--- config.mk ---
export PLATFORM = sky130hd
export DESIGN_NAME = grid_streamer
export DESIGN_NICKNAME = d
export VERILOG_FILES = /design/src/rtl/grid_streamer.sv
export SDC_FILE = /design/constraint.sdc
export NUM_CORES = 1
export LEC_CHECK = 0
export BUFFER_PORTS_ARGS = -buffer_cell sky130_fd_sc_hd__buf_2
export CORE_AREA = 2 2 73 68
export CTS_BUF_LIST = sky130_fd_sc_hd__clkbuf_4 sky130_fd_sc_hd__clkbuf_8
export DETAILED_ROUTE_END_ITERATION = 6
export DIE_AREA = 0 0 75 70
export PLACE_DENSITY = 0.86
export SLEW_MARGIN = 20
export SYNTH_ARGS = -nofsm -noshare
export SYNTH_HDL_FRONTEND = slang
export SYNTH_SLANG_ARGS = --single-unit
export TNS_END_PERCENT = 100
--- constraint.sdc ---
create_clock -name CLOCK_50 -period 1.9 [get_ports CLOCK_50]
set_clock_uncertainty 0.2 [all_clocks]
set_input_delay 0 -clock CLOCK_50 [delete_from_list [all_inputs] [get_ports CLOCK_50]]
set_output_delay 0 -clock CLOCK_50 [all_outputs]
set_load 0.02 [all_outputs]
--- src/rtl/grid_streamer.sv ---
// Streams a binary canvas out of a 1-bit synchronous memory as one byte per pixel,
// in row-major order under valid/ready flow control, counting the set pixels.
module grid_streamer #(
   parameter int unsigned GRID_SIZE  = 28,
   parameter int unsigned NUM_PIXELS = 784,
   parameter logic [7:0]  ON_VALUE   = 8'hFF,
   parameter logic [7:0]  OFF_VALUE  = 8'h00
) (
   input  logic       CLOCK_50,
   input  logic       resetn,
   input  logic       start,
   output logic       mem_rd,
   output logic [9:0] mem_addr,
   input  logic       mem_rdata,
   output logic       out_valid,
   input  logic       out_ready,
   output logic [7:0] out_data,
   output logic [9:0] out_index,
   output logic       out_last,
   output logic       busy,
   output logic       done,
   output logic [9:0] pop_count
);

   // A zero NUM_PIXELS falls back to the square canvas.
   localparam int unsigned FRAME_PIXELS = (NUM_PIXELS > 0) ? NUM_PIXELS : GRID_SIZE * GRID_SIZE;
   localparam logic [9:0]  LAST_IDX     = 10'(FRAME_PIXELS - 1);

   typedef enum logic [2:0] {
      IDLE    = 3'd0,
      FETCH   = 3'd1,
      CAPTURE = 3'd2,
      SEND    = 3'd3,
      FINISH  = 3'd4
   } state_t;

   state_t     state_q, state_d;
   logic [9:0] index_q, index_d;
   logic [9:0] count_q, count_d;
   logic [7:0] data_q, data_d;
   logic [9:0] oidx_q, oidx_d;
   logic [9:0] pop_q, pop_d;

   always_ff @(posedge CLOCK_50 or negedge resetn) begin
      if (!resetn) begin
         state_q <= IDLE;
         index_q <= '0;
         count_q <= '0;
         data_q  <= OFF_VALUE;
         oidx_q  <= '0;
         pop_q   <= '0;
      end else begin
         state_q <= state_d;
         index_q <= index_d;
         count_q <= count_d;
         data_q  <= data_d;
         oidx_q  <= oidx_d;
         pop_q   <= pop_d;
      end
   end

   always_comb begin
      state_d = state_q;
      index_d = index_q;
      count_d = count_q;
      data_d  = data_q;
      oidx_d  = oidx_q;
      pop_d   = pop_q;
      unique case (state_q)
         IDLE: begin
            if (start) begin
               index_d = '0;
               count_d = '0;
               state_d = FETCH;
            end
         end
         FETCH: state_d = CAPTURE;
         CAPTURE: begin
            // Memory answers one cycle after the read issued in FETCH.
            data_d  = mem_rdata ? ON_VALUE : OFF_VALUE;
            oidx_d  = index_q;
            count_d = count_q + {9'd0, mem_rdata};
            state_d = SEND;
         end
         SEND: begin
            if (out_ready) begin
               if (index_q == LAST_IDX) begin
                  state_d = FINISH;
               end else begin
                  index_d = index_q + 10'd1;
                  state_d = FETCH;
               end
            end
         end
         FINISH: begin
            pop_d   = count_q;
            state_d = IDLE;
         end
         default: state_d = IDLE;
      endcase
   end

   assign mem_rd    = (state_q == FETCH);
   assign mem_addr  = index_q;
   assign out_valid = (state_q == SEND);
   assign out_data  = data_q;
   assign out_index = oidx_q;
   assign out_last  = out_valid && (oidx_q == LAST_IDX);
   assign busy      = (state_q != IDLE);
   assign done      = (state_q == FINISH);
   assign pop_count = pop_q;

endmodule

==> results list, run 1 <==
* Final number of max-transition violations: 0
- Leakage power summed over all cells: 1.431 nW
- Of all cell types, the one taking the most synthesized area is sky130_fd_sc_hd__dfrtp_1.
- In the final routed layout, each cell accounts on average for 14.03 um.
- Of all nets on the critical path, the largest fanout is 10.
* Horizontal extent of the die: about 75 um
* Max-cap viol count: 0
- Initial Utilization: a little under half
* Number of design rule violations left after detail routing: 0
- After synthesis, flip-flops and latches occupy 50.26% of the total area.
- PwrDens: 1158 nW/um^2
- Relative max-transition margin: a little over half
* Layout cell share with drive strength beyond 1: a little over a third
* Asr flop ratio synth: 100.0%
- Portion of the clock cycle consumed by the worst path in the final layout: 94.79%
* Largest net degree at the start of global routing: 34
- At the end of routability-driven placement, the weighted congestion stood at 0.8413.
- Deepest level of the CTS H-tree: 2
- Antenna diodes: 0
- Antenna viol nets, final: 0
- STA puts the critical path data required time at 1.92 ns.
* Setup TNS: 0 ns
* Wire length of the first global-routing pass: between 8 and 9 mm
- For this run, the top clock speed supported by timing is ~560 MHz.
* Synth-to-layout area growth: 24.56%
- Number of antenna violations at the first check in global routing: 0
* Total number of vias: between 1500 and 2000
- When the netlist entered floorplanning its net count stood at about 230.
- Fill cell count: about 400
* Routed WL: 4.825 mm
- Including well taps, the total number of placed cells is between 300 and 400.
- During synthesis, Yosys emitted a total of 0 warnings.
* Via count of the first global-routing pass: 1816
- Among all cell types in the netlist, the one instantiated most often is sky130_fd_sc_hd__nand2_1.
- Clock-pin slew was measured on the worst setup and hold paths at 0.08 ns.
- STA classifies the critical path startpoint as a register.
- Clock tree synthesis selected as its root buffer the cell sky130_fd_sc_hd__clkbuf_8.
- The hold violation total from the final report is 0.
* Synth top cells by count: 47 x sky130_fd_sc_hd__nand2_1, 44 x sky130_fd_sc_hd__dfrtp_1, 10 x sky130_fd_sc_hd__mux2_2, 10 x sky130_fd_sc_hd__nand3_1
- After the flow finishes, the layout carries non-filler instances totaling 344.
- Transition at the pin with the smallest max-transition slack: 0.7052 ns
* Die Area: 5250 um^2
- Number of different library cells in the post-synthesis netlist: 47
- The most used flip-flop cell after synthesis is sky130_fd_sc_hd__dfrtp_1.
* Largest cells by area after synthesis: sky130_fd_sc_hd__dfrtp_1 50%, sky130_fd_sc_hd__nand2_1 8.1%, sky130_fd_sc_hd__mux2_2 5.1%
- The HPWL after detailed placement is 3.578 mm.
* Yosys reg bits: 44
* CTS tree: done
- Total GRT Usage: 20.70%
* RSZ-0062 raised after global routing: false
* Number of buffers added for setup after CTS: 0
* Worst IR drop on VDD: 0.6339 mV
- The top cell type by area accounts for 50.26% of the synthesized area.
- The longest clock path from root to sink contains 2 buffers.
- The cell count after synthesis came out at 218.
- Number of clock sinks: 44
* Worst Setup Slack, final: about 0.099 ns
* EDFF count, synth: 0
- Category of the worst setup path capture point: register
* Iteration count of the initial detailed-routing pass: 4
- Setup Slack @ Placement: 0.01858 ns
- Final net count: ~290
- Number of endpoints failing setup at the final stage: 0
- TritonCTS created 5 clock buffers.
- The detailed router finished its first iteration with 44 violations.
- The mapped netlist covers 2191 um^2.
- After layout, the minimum clock period comes to 1.801 ns.
- Data arrives at the worst endpoint at 1.82 ns.
- After layout, the design draws a total of between 3 and 4 mW.
- Avg Inst Size Synth: 10.05 um^2
- Die height: 70 um
- Number of rows created at floorplan: 24
- Dividing the detail-routed via count by the number of cells gives 5.331.
- The path class of the tightest hold or removal check is in -> async.
- Global route total overflow: 0
* I/O pins: 48
- Number of input and output port buffers inserted: 47
- Number of cell instances on the worst register-to-register path: 4
* Outcome: finished, final reports clean
- The later pin in the worst-skew pair is clocked with a latency of 0.30 ns.
- CORE AREA: 4594 um^2
- Critical path type: reg -> reg
-- worst max-delay path, cell delays in order, from the launching register on --
cell and delay (ns):
sky130_fd_sc_hd__dfrtp_1 0.48, sky130_fd_sc_hd__or3b_1 0.50, sky130_fd_sc_hd__nor2_4 0.18, sky130_fd_sc_hd__nand4_1 0.15, sky130_fd_sc_hd__mux2i_1 0.20
-- final timing paths --
path,slack [ns],startpoint,to
worst max-delay path,0.1,state_q[0],count_q[9]
worst min-delay path,0.08,resetn,pop_count[1]
worst max register to register,0.1,state_q[0],count_q[9]
worst min register to register,0.29,out_index[5],out_index[5]
max in group asynchronous,0.84,resetn,out_index[1]
min in group CLOCK_50,0.28,mem_rdata,out_data[6]
-- state kept, by name (all words and copies together) (netlist names) --
signal and flops:
out_index 10, count_q 10, state_q 3, mem_addr 10
out_data 1, pop_count 10
-- what timing repair did --
item | CTS | global route
endpoints found under the setup margin | 0 | 13
hold buffers | 4 | 0
gates resized for setup | 0 | 4
hold endpoints to repair | 35 | 0
-- final cells by class --
cell class / count / area [um^2] / share of cell area, %
repair buffers: 73 / 452.9 / 16.60
multi-input cells: 152 / 969.7 / 35.53
clock buffers: 6 / 76.32 / 2.797
clock inverters: 2 / 35.03 / 1.284
inverters: 2 / 7.507 / 0.2751
well taps: 65 / 81.33 / 2.980
flip-flops and latches: 44 / 1106 / 40.53
-- through the flow --
stage / util, % / cell area [um^2] / hold slack (ns)
3_3_place_gp: 55.83 / 2565 / -0.1112
5_1_grt: 59.40 / 2729 / 0.1628
6_report: 59.40 / 2729 / 0.08034
3_5_place_dp: 55.83 / 2565 / -0.1017
4_1_cts: 59.12 / 2716 / 0.1014
2_1_floorplan: - / 2195 / -0.4956
-- power by group --
part	switching [mW]	total [mW]	internal, mW
clock	0.312	0.716	0.404
sequential	0.139	1.20	1.07
combinational	0.777	1.24	0.463
total	1.23	3.16	1.93
-- layout by cell type, fill, tap and decap left out, types with 2 or more instances in the layout --
| cell | n |
|---|---|
| sky130_fd_sc_hd__nor3_1 | 3 |
| sky130_fd_sc_hd__mux2_2 | 10 |
| sky130_fd_sc_hd__clkbuf_8 | 5 |
| sky130_fd_sc_hd__mux2i_1 | 6 |
| sky130_fd_sc_hd__inv_1 | 2 |
| sky130_fd_sc_hd__o211ai_1 | 3 |
| sky130_fd_sc_hd__a31oi_1 | 2 |
| sky130_fd_sc_hd__nand2_1 | 47 |
| sky130_fd_sc_hd__dfrtp_2 | 4 |
| sky130_fd_sc_hd__buf_2 | 47 |
| sky130_fd_sc_hd__buf_4 | 21 |
| sky130_fd_sc_hd__and2_1 | 2 |
| sky130_fd_sc_hd__a22o_1 | 2 |
| sky130_fd_sc_hd__ha_1 | 3 |
| sky130_fd_sc_hd__a21oi_1 | 3 |
| sky130_fd_sc_hd__nand3b_1 | 2 |
| sky130_fd_sc_hd__o31a_1 | 2 |
| sky130_fd_sc_hd__dlygate4sd3_1 | 4 |
| sky130_fd_sc_hd__nand4_1 | 2 |
| sky130_fd_sc_hd__o31ai_1 | 8 |
| sky130_fd_sc_hd__o21ai_0 | 9 |
| sky130_fd_sc_hd__nor4_1 | 2 |
| sky130_fd_sc_hd__and3_1 | 4 |
| sky130_fd_sc_hd__nor2_1 | 8 |
| sky130_fd_sc_hd__nor3b_1 | 2 |
| sky130_fd_sc_hd__or3_4 | 2 |
| sky130_fd_sc_hd__nand3_1 | 10 |
| sky130_fd_sc_hd__dfrtp_1 | 40 |
-- cell families (layout without fill, tap and decap cells) --
kind of cell / count (synthesis) / count (layout) / share of synthesized area, %
simple gates: 97 / 97 / 23.01
flops: 44 / 44 / 50.26
compound gates: 36 / 36 / 11.14
buf+inv: 22 / 83 / 5.996
mux: 16 / 16 / 7.881
fa+ha+maj: 3 / 3 / 1.713
-- layer usage --
layer  vias up  part of all wire (%)  GRT usage [%]
met3         6                   5.3          6.349
met4         0                   1.3          6.548
met5         -                     0              0
li1        884                     -              -
met2        56                    52          34.31
met1       888                    41          25.40
(Power assumes the default switching activity.)
==> inputs of run 2 (changes only) <==
--- a/constraint.sdc
+++ b/constraint.sdc
@@ -4,2 +4,2 @@
 set_output_delay 0 -clock CLOCK_50 [all_outputs]
-set_load 0.02 [all_outputs]
+set_load 0.005 [all_outputs]
==> results list, run 2 (same netlist as run 1, synthesis figures left out) <==
- The worst setup path is captured at a register.
* Antenna viol nets, final: 0 (unchanged)
- The worst slack at placement was -0.005408 ns (-0.02399 ns).
- Leakage power summed over all cells: 1.421 nW (-0.74%)
* Number of endpoints failing setup at the final stage: 0 (unchanged)
- The area taken by flip-flops and latches came to 1102 um^2 (-0.34%).
- The signal on the critical path passes through or3b_1, nor2_4, nand4_1, mux2i_1.
- Die Area: 5250 um^2 (unchanged)
- Number of input and output port buffers inserted: 47 (unchanged)
- Relative max-transition margin: 60.19% (+7.2 points)
- The number of clock buffers inserted by TritonCTS is 5 (unchanged).
- The required time at the worst-slack endpoint was 1.92 ns (about the same).
* Crit Path Max Fanout: 10 (unchanged)
- Number of cell instances on the worst register-to-register path: 4 (unchanged)
- Via count of the first global-routing pass: 1837 (+1.2%)
- Total GRT Usage: 20.58% (-0.12 points)
* CTS tree: done
* Power spent charging and discharging nets: 1.025 mW (-16%)
- Sw Share: 36.07% (-2.8 points)
* Multi-input logic area: 984.7 um^2 (+1.5%)
- The core utilization of the finished layout was 59.01% (-0.38 points).
- Number of clock sinks: 44 (unchanged)
- The max-cap violation count was 0 (unchanged).
- Number of design rule violations left after detail routing: 0 (unchanged)
- The length of the first detailed-routing pass in iterations was 4 (unchanged).
- Hold crit path type: in -> async
- Internal Pwr Total: 1.816 mW (-6.0%)
- The detailed placement HPWL is 3.537 mm (-1.2%).
* Number of antenna violations at the first check in global routing: 0 (unchanged)
- The worst slack on hold paths was 0.09941 ns (+0.01908 ns).
- The antenna diode instance count came to 0 (unchanged).
* Worst IR drop on VDD: 0.4475 mV (-29%)
- Overall power after layout: 2.841 mW (-10%)
- Worst stage delay on the critical path: 0.49 ns (about the same)
* CORE AREA: 4594 um^2 (unchanged)
* Outcome: finished, final reports clean
- The maximum operating frequency came to 552.4 MHz (-0.52%).
- The total global routing overflow is 0 (unchanged).
* Critical path type: reg -> reg
- Layout cell share with drive strength beyond 1: 35.02% (-0.82 points)
- The signal arrival time at the worst endpoint is 1.83 ns (about the same).
- Clk pwr share: 22.1% (-0.6 points)
- In the layout the commonest cells are 47 x sky130_fd_sc_hd__nand2_1, 47 x sky130_fd_sc_hd__buf_2, 43 x sky130_fd_sc_hd__dfrtp_1.
- Setup TNS: 0 ns (unchanged)
- The slowest stage of the critical path belongs to the cell sky130_fd_sc_hd__or3b_1.
* Wire length of the first global-routing pass: 8.349 mm (+1.3%)
- The maximum level of the CTS H-tree came to 2 (unchanged).
- Number of vias per cell: 5.278 (-1.0%)
* Per-cell routed wire length: 14.39 um (+2.6%)
* Largest net degree at the start of global routing: 45 (+32%)
* Die height: 70 um (unchanged)
- The number of buffers between clock root and the deepest sink is 2 (unchanged).
- The part of the total power dissipated in combinational logic is 35.5% (-3.7 points).
* Final number of max-transition violations: 0 (unchanged)
- Synth-to-layout area growth: 23.76%
* First DRT Iteration DRCs: 91 (+110%)
* Period minus WS final: 1.810 ns (+0.009343 ns)
- Root buf cell: sky130_fd_sc_hd__clkbuf_8
- The final routed wirelength across all metal layers was 4.921 mm (+2.0%).
* Initial Utilization: 47.69% (unchanged)
- Transition at the pin with the smallest max-transition slack: 0.5908 ns (-0.1143 ns)
* PwrDens: 1048 nW/um^2 (-9.5%)
- The routed via count is 1805 (-1.6%).
- Horizontal extent of the die: 75 um (unchanged)
- Routability congestion estimate from global placement: 0.8256 (-1.9%)
- STA classifies the critical path startpoint as a register.
- The post-layout net count is 284 (-0.70%).
* Number of buffers added for setup after CTS: 0 (unchanged)
- Reg clk slew, reported paths: 0.08 ns (about the same)
* Number of rows created at floorplan: 24 (unchanged)
- Proportion of power drawn by flip-flops and latches: 42.4% (+4.3 points)
- Clock latency of the later-clocked register in the worst-skew pair: 0.30 ns (about the same)
- The hold violation total from the final report is 0 (unchanged).
- The number of I/O pins is 48 (unchanged).
- The post-route clock period utilization was 95.28% (+0.49 points).
* Fill cell count: 439 (+11%)
* Worst Setup Slack, final: 0.08974 ns (-0.009343 ns)
==> run 2: cell types whose count changed in the layout (fill, tap and decap cells not counted), sizes merged <==
| cell | before | now |
|---|---|---|
| buf | 69 | 67 |
| bufinv | 1 | 0 |
| clkbuf | 6 | 7 |
| clkinv | 1 | 0 |
| clkinvlp | 0 | 1 |
==> run 2: worst paths after layout <==
check | startpoint | to | slack (ns)
min in group CLOCK_50 | mem_rdata | out_data[6] | 0.27
max in group asynchronous | resetn | state_q[1] | 1.00
max reg2reg | state_q[0] | count_q[9] | 0.09
max | state_q[0] | count_q[9] | 0.09
min reg2reg | count_q[9] | count_q[9] | 0.30
min | resetn | pop_count[2] | 0.1
==> run 2: cell type report <==
cell class / count / share of cell area, %
repair buffers: 71 / 16.15
well taps: 65 / 3.000
clock buffers: 7 / 3.323
multi-input cells: 152 / 36.32
clock inverters: 1 / 0.2769
inverters: 2 / 0.2769
flip-flops and latches: 44 / 40.66
==> run 2: critical path, delay by kind of cell (launching register included) <==
kind,cells,cell delay (ns)
simple gates,3,0.85
flops,1,0.48
mux,1,0.20
==> run 2: per-layer routing <==
metal | track usage, % | up-vias | part of all wire (%)
met4 | 8.333 | 0 | 2.4
li1 | - | 879 | -
met3 | 4.329 | 12 | 3.9
met5 | 0 | - | 0
met1 | 25.66 | 867 | 43
met2 | 34.11 | 47 | 51
==> run 2: through the flow <==
step	instances	cell area [um^2]
6_report	342	2711
5_1_grt	342	2711
4_1_cts	342	2689
3_5_place_dp	330	2546
3_3_place_gp	330	2546
2_1_floorplan	218	2191
==> run 2: repair_timing <==
item,in CTS,in global routing
endpoints found under the hold margin,48,0
gates cloned,0,0
hold buffers,4,0
endpoints found under the setup margin,1,12
resized for setup,1,5
==> run 2: power by group through the flow <==
| stage | combinational [mW] | clock [mW] | sequential (mW) |
|---|---|---|---|
| 6_report | 1.01 | 0.629 | 1.20 |
| 5_1_grt | 1.13 | 0.676 | 1.23 |
| 4_1_cts | 0.999 | 0.639 | 1.20 |
| 3_5_place_dp | 0.984 | 0 | 1.22 |
| 3_3_place_gp | 0.958 | 0 | 1.21 |
| 2_1_floorplan | 0.658 | 0 | 1.19 |
==> inputs of run 3 (changes only) <==
Settings changed: CORE_AREA 2 2 73 68 to 2 2 64 78, DIE_AREA 0 0 75 70 to 0 0 66 80, PLACE_DENSITY 0.86 to 0.75.
==> results list, run 3 (same netlist as run 1, synthesis figures left out) <==
* Outcome: finished, final reports clean
- Largest net degree at the start of global routing: 31 (-31%)
- The signal arrival time at the worst endpoint is 1.74 ns (-0.09 ns).
- Final net count: 288 (+1.4%)
- Crit Path Max Fanout: 10 (unchanged)
* Number of input and output port buffers inserted: 47 (unchanged)
* Clock tree buffer depth: 2 (unchanged)
- The clock insertion delay at the later pin of the skew report is 0.29 ns (about the same).
- Critical R2R Capture: mem_addr[6]
* Fmax: 566.0 MHz (+2.5%)
- The overall routing resource usage is 20.62% (+0.043 points).
- Reg2reg setup slack: 0.13 ns (+0.04 ns)
- The non-filler instance count after layout came to 338 (-1.2%).
- The global-route track usage on met3 came to 4.795% (+0.47 points).
- The path depth of the worst reg2reg path is 5 (+1).
- Critical path type: reg -> reg
- PwrDens: 1119 nW/um^2 (+6.8%)
* Hold crit path type: in -> async
- The fraction of layout instances using a drive strength above 1 was 34.64% (-0.38 points).
- Antenna diodes: 0 (unchanged)
- Per-cell routed wire length: 14.23 um (-1.1%)
* Standard cell with the maximum stage delay on the critical path: sky130_fd_sc_hd__dfrtp_1
- The worst slack on hold paths came to 0.05163 ns (-0.04778 ns).
* Period minus WS final: 1.767 ns (-0.04359 ns)
- The total number of placement rows was 27 (+13%).
- Total number of vias: 1833 (+1.6%)
* Number of hold violations in the final report: 0 (unchanged)
- Commonest non-fill, non-tap cells in the layout: 47 x sky130_fd_sc_hd__nand2_1, 47 x sky130_fd_sc_hd__buf_2, 44 x sky130_fd_sc_hd__dfrtp_1
- The post-route antenna net violation count is 0 (unchanged).
- The final routed wirelength across all metal layers came to 4.810 mm (-2.3%).
* Final number of max-transition violations: 0 (unchanged)
- The number of DRC violations after detailed-routing iteration 0 was 124 (+36%).
- The stage delay of the slowest cell on the critical path was 0.44 ns (-0.05 ns).
* Routing layer with the top usage in global route: met2
- Number of design rule violations left after detail routing: 0 (unchanged)
* Portion of the clock cycle consumed by the worst path in the final layout: 92.98% (-2.3 points)
* Startpoint type of the worst setup path: register
- Wire length of the first global-routing pass: 8.190 mm (-1.9%)
* Synth-to-layout area growth: 24.96%
- The height of the chip is 80 um (+14%).
* Placed instance count: 327 (-0.91%)
* Dpl hpwl: 3.625 mm (+2.5%)
- The maximum level of the CTS H-tree is 2 (unchanged).
* Overall power after layout: 3.065 mW (+7.9%)
- The count of buffer and inverter cells on the critical path was 1 (+1).
* Relative max-transition margin: 57.09% (-3.1 points)
- TritonCTS built the clock tree.
- The total clock sinks came to 44 (unchanged).
- The critical path goes through buf_4, nor3b_1, o21bai_2, o31ai_1, o41ai_1.
- Setup TNS: 0 ns (unchanged)
* Horizontal extent of the die: 66 um (-12%)
- Routability congestion estimate from global placement: 0.8806 (+6.7%)
* Leakage power summed over all cells: 1.449 nW (+2.0%)
- Root buf cell: sky130_fd_sc_hd__clkbuf_8
- Max-cap viol count: 0 (unchanged)
- The length of the first detailed-routing pass in iterations is 4 (unchanged).
- The post-detailed-route via-to-cell ratio is 5.423 (+2.8%).
- Met2 usage in global routing: 34.14% (about the same)
- Met1 usage: 26.26% (+0.60 points)
- Global route total overflow: 0 (unchanged)
- Post-route core utilization: 60.48% (+1.5 points)
- Number of buffers added for setup after CTS: 0 (unchanged)
- Initial Utilization: 48.40% (+0.71 points)
- The slew at the pin with the worst max-slew slack came to 0.6370 ns (+0.04616 ns).
* Worst IR drop on VDD: 0.5432 mV (+21%)
- Number of endpoints failing setup at the final stage: 0 (unchanged)
* Category of the worst setup path capture point: register
- Via count of the first global-routing pass: 1765 (-3.9%)
- I/O pins: 48 (unchanged)
- In this run the critical register-to-register path is launched from state_q[1].
* Reg clk slew, reported paths: 0.08 ns (about the same)
- Grouping stages by cell kind, the critical path spends the most delay in compound AO/OA/AOI/OAI gates.
* Number of antenna violations at the first check in global routing: 0 (unchanged)
- The core region area came to 4527 um^2 (-1.5%).
- CP required: 1.87 ns (-0.05 ns)
- The floorplan die area was 5280 um^2 (+0.57%).
* Num CTS Buffers: 5 (unchanged)
## run 3: changes by cell type in the layout (fill, tap and decap cells not counted), sizes merged
| cell | change |
|---|---|
| buf | +4 |
| bufinv | +2 |
| clkbuf | -2 |
| clkinvlp | -1 |
## run 3: layer usage
metal  wire length [um]  part of all wire (%)
met3                237                   4.9
met2               2486                    52
met1               2028                    42
met4                 58                   1.2
met5                  0                     0
## run 3: worst max-delay path by stage
stage | slack, ns | end | cells after the start | start
2_1_floorplan | 0.04 | state_q[0] | 6 | mem_addr[0]
3_3_place_gp | 0.09 | mem_addr[6] | 5 | mem_addr[0]
3_5_place_dp | 0.004 | mem_addr[6] | 5 | mem_addr[0]
4_1_cts | 0.02 | mem_addr[4] | 5 | state_q[0]
5_1_grt | -0.02 | mem_addr[5] | 5 | state_q[1]
6_report | 0.13 | mem_addr[6] | 5 | state_q[1]
## run 3: worst register-to-register path, cell delays in order, from the launching register on
cell and delay, ns:
sky130_fd_sc_hd__dfrtp_1 0.44, sky130_fd_sc_hd__buf_4 0.17, sky130_fd_sc_hd__nor3b_1 0.23, sky130_fd_sc_hd__o21bai_2 0.19
sky130_fd_sc_hd__o31ai_1 0.30, sky130_fd_sc_hd__o41ai_1 0.12
## run 3: area by class of cell
cell class	count	area (um^2)
tap	58	72.57
sequential	44	1101
multi-input combinational	152	972.2
fill	417	1789
clock inverter	2	60.06
inverter	2	7.507
timing repair buffer	75	455.4
clock buffer	5	68.82
## run 3: what timing repair did
item / CTS / global route
hold buffers: 4 / 0
endpoints found under the setup margin: 2 / 10
gates resized for setup: 1 / 2
cloned: 0 / 0
hold endpoints to repair: 47 / 0
## run 3: through the flow
step                setup slack [ns]  cell area, um^2
CTS                          0.01556             2729
global route                -0.02021             2738
detailed placement          0.004321             2555
floorplan                    0.04133             2191
global placement             0.09165             2555
finish                        0.1333             2738
## run 3: power by group
part	switching, mW	internal, mW
sequential	0.115	1.06
combinational	0.594	0.472
clock	0.305	0.517
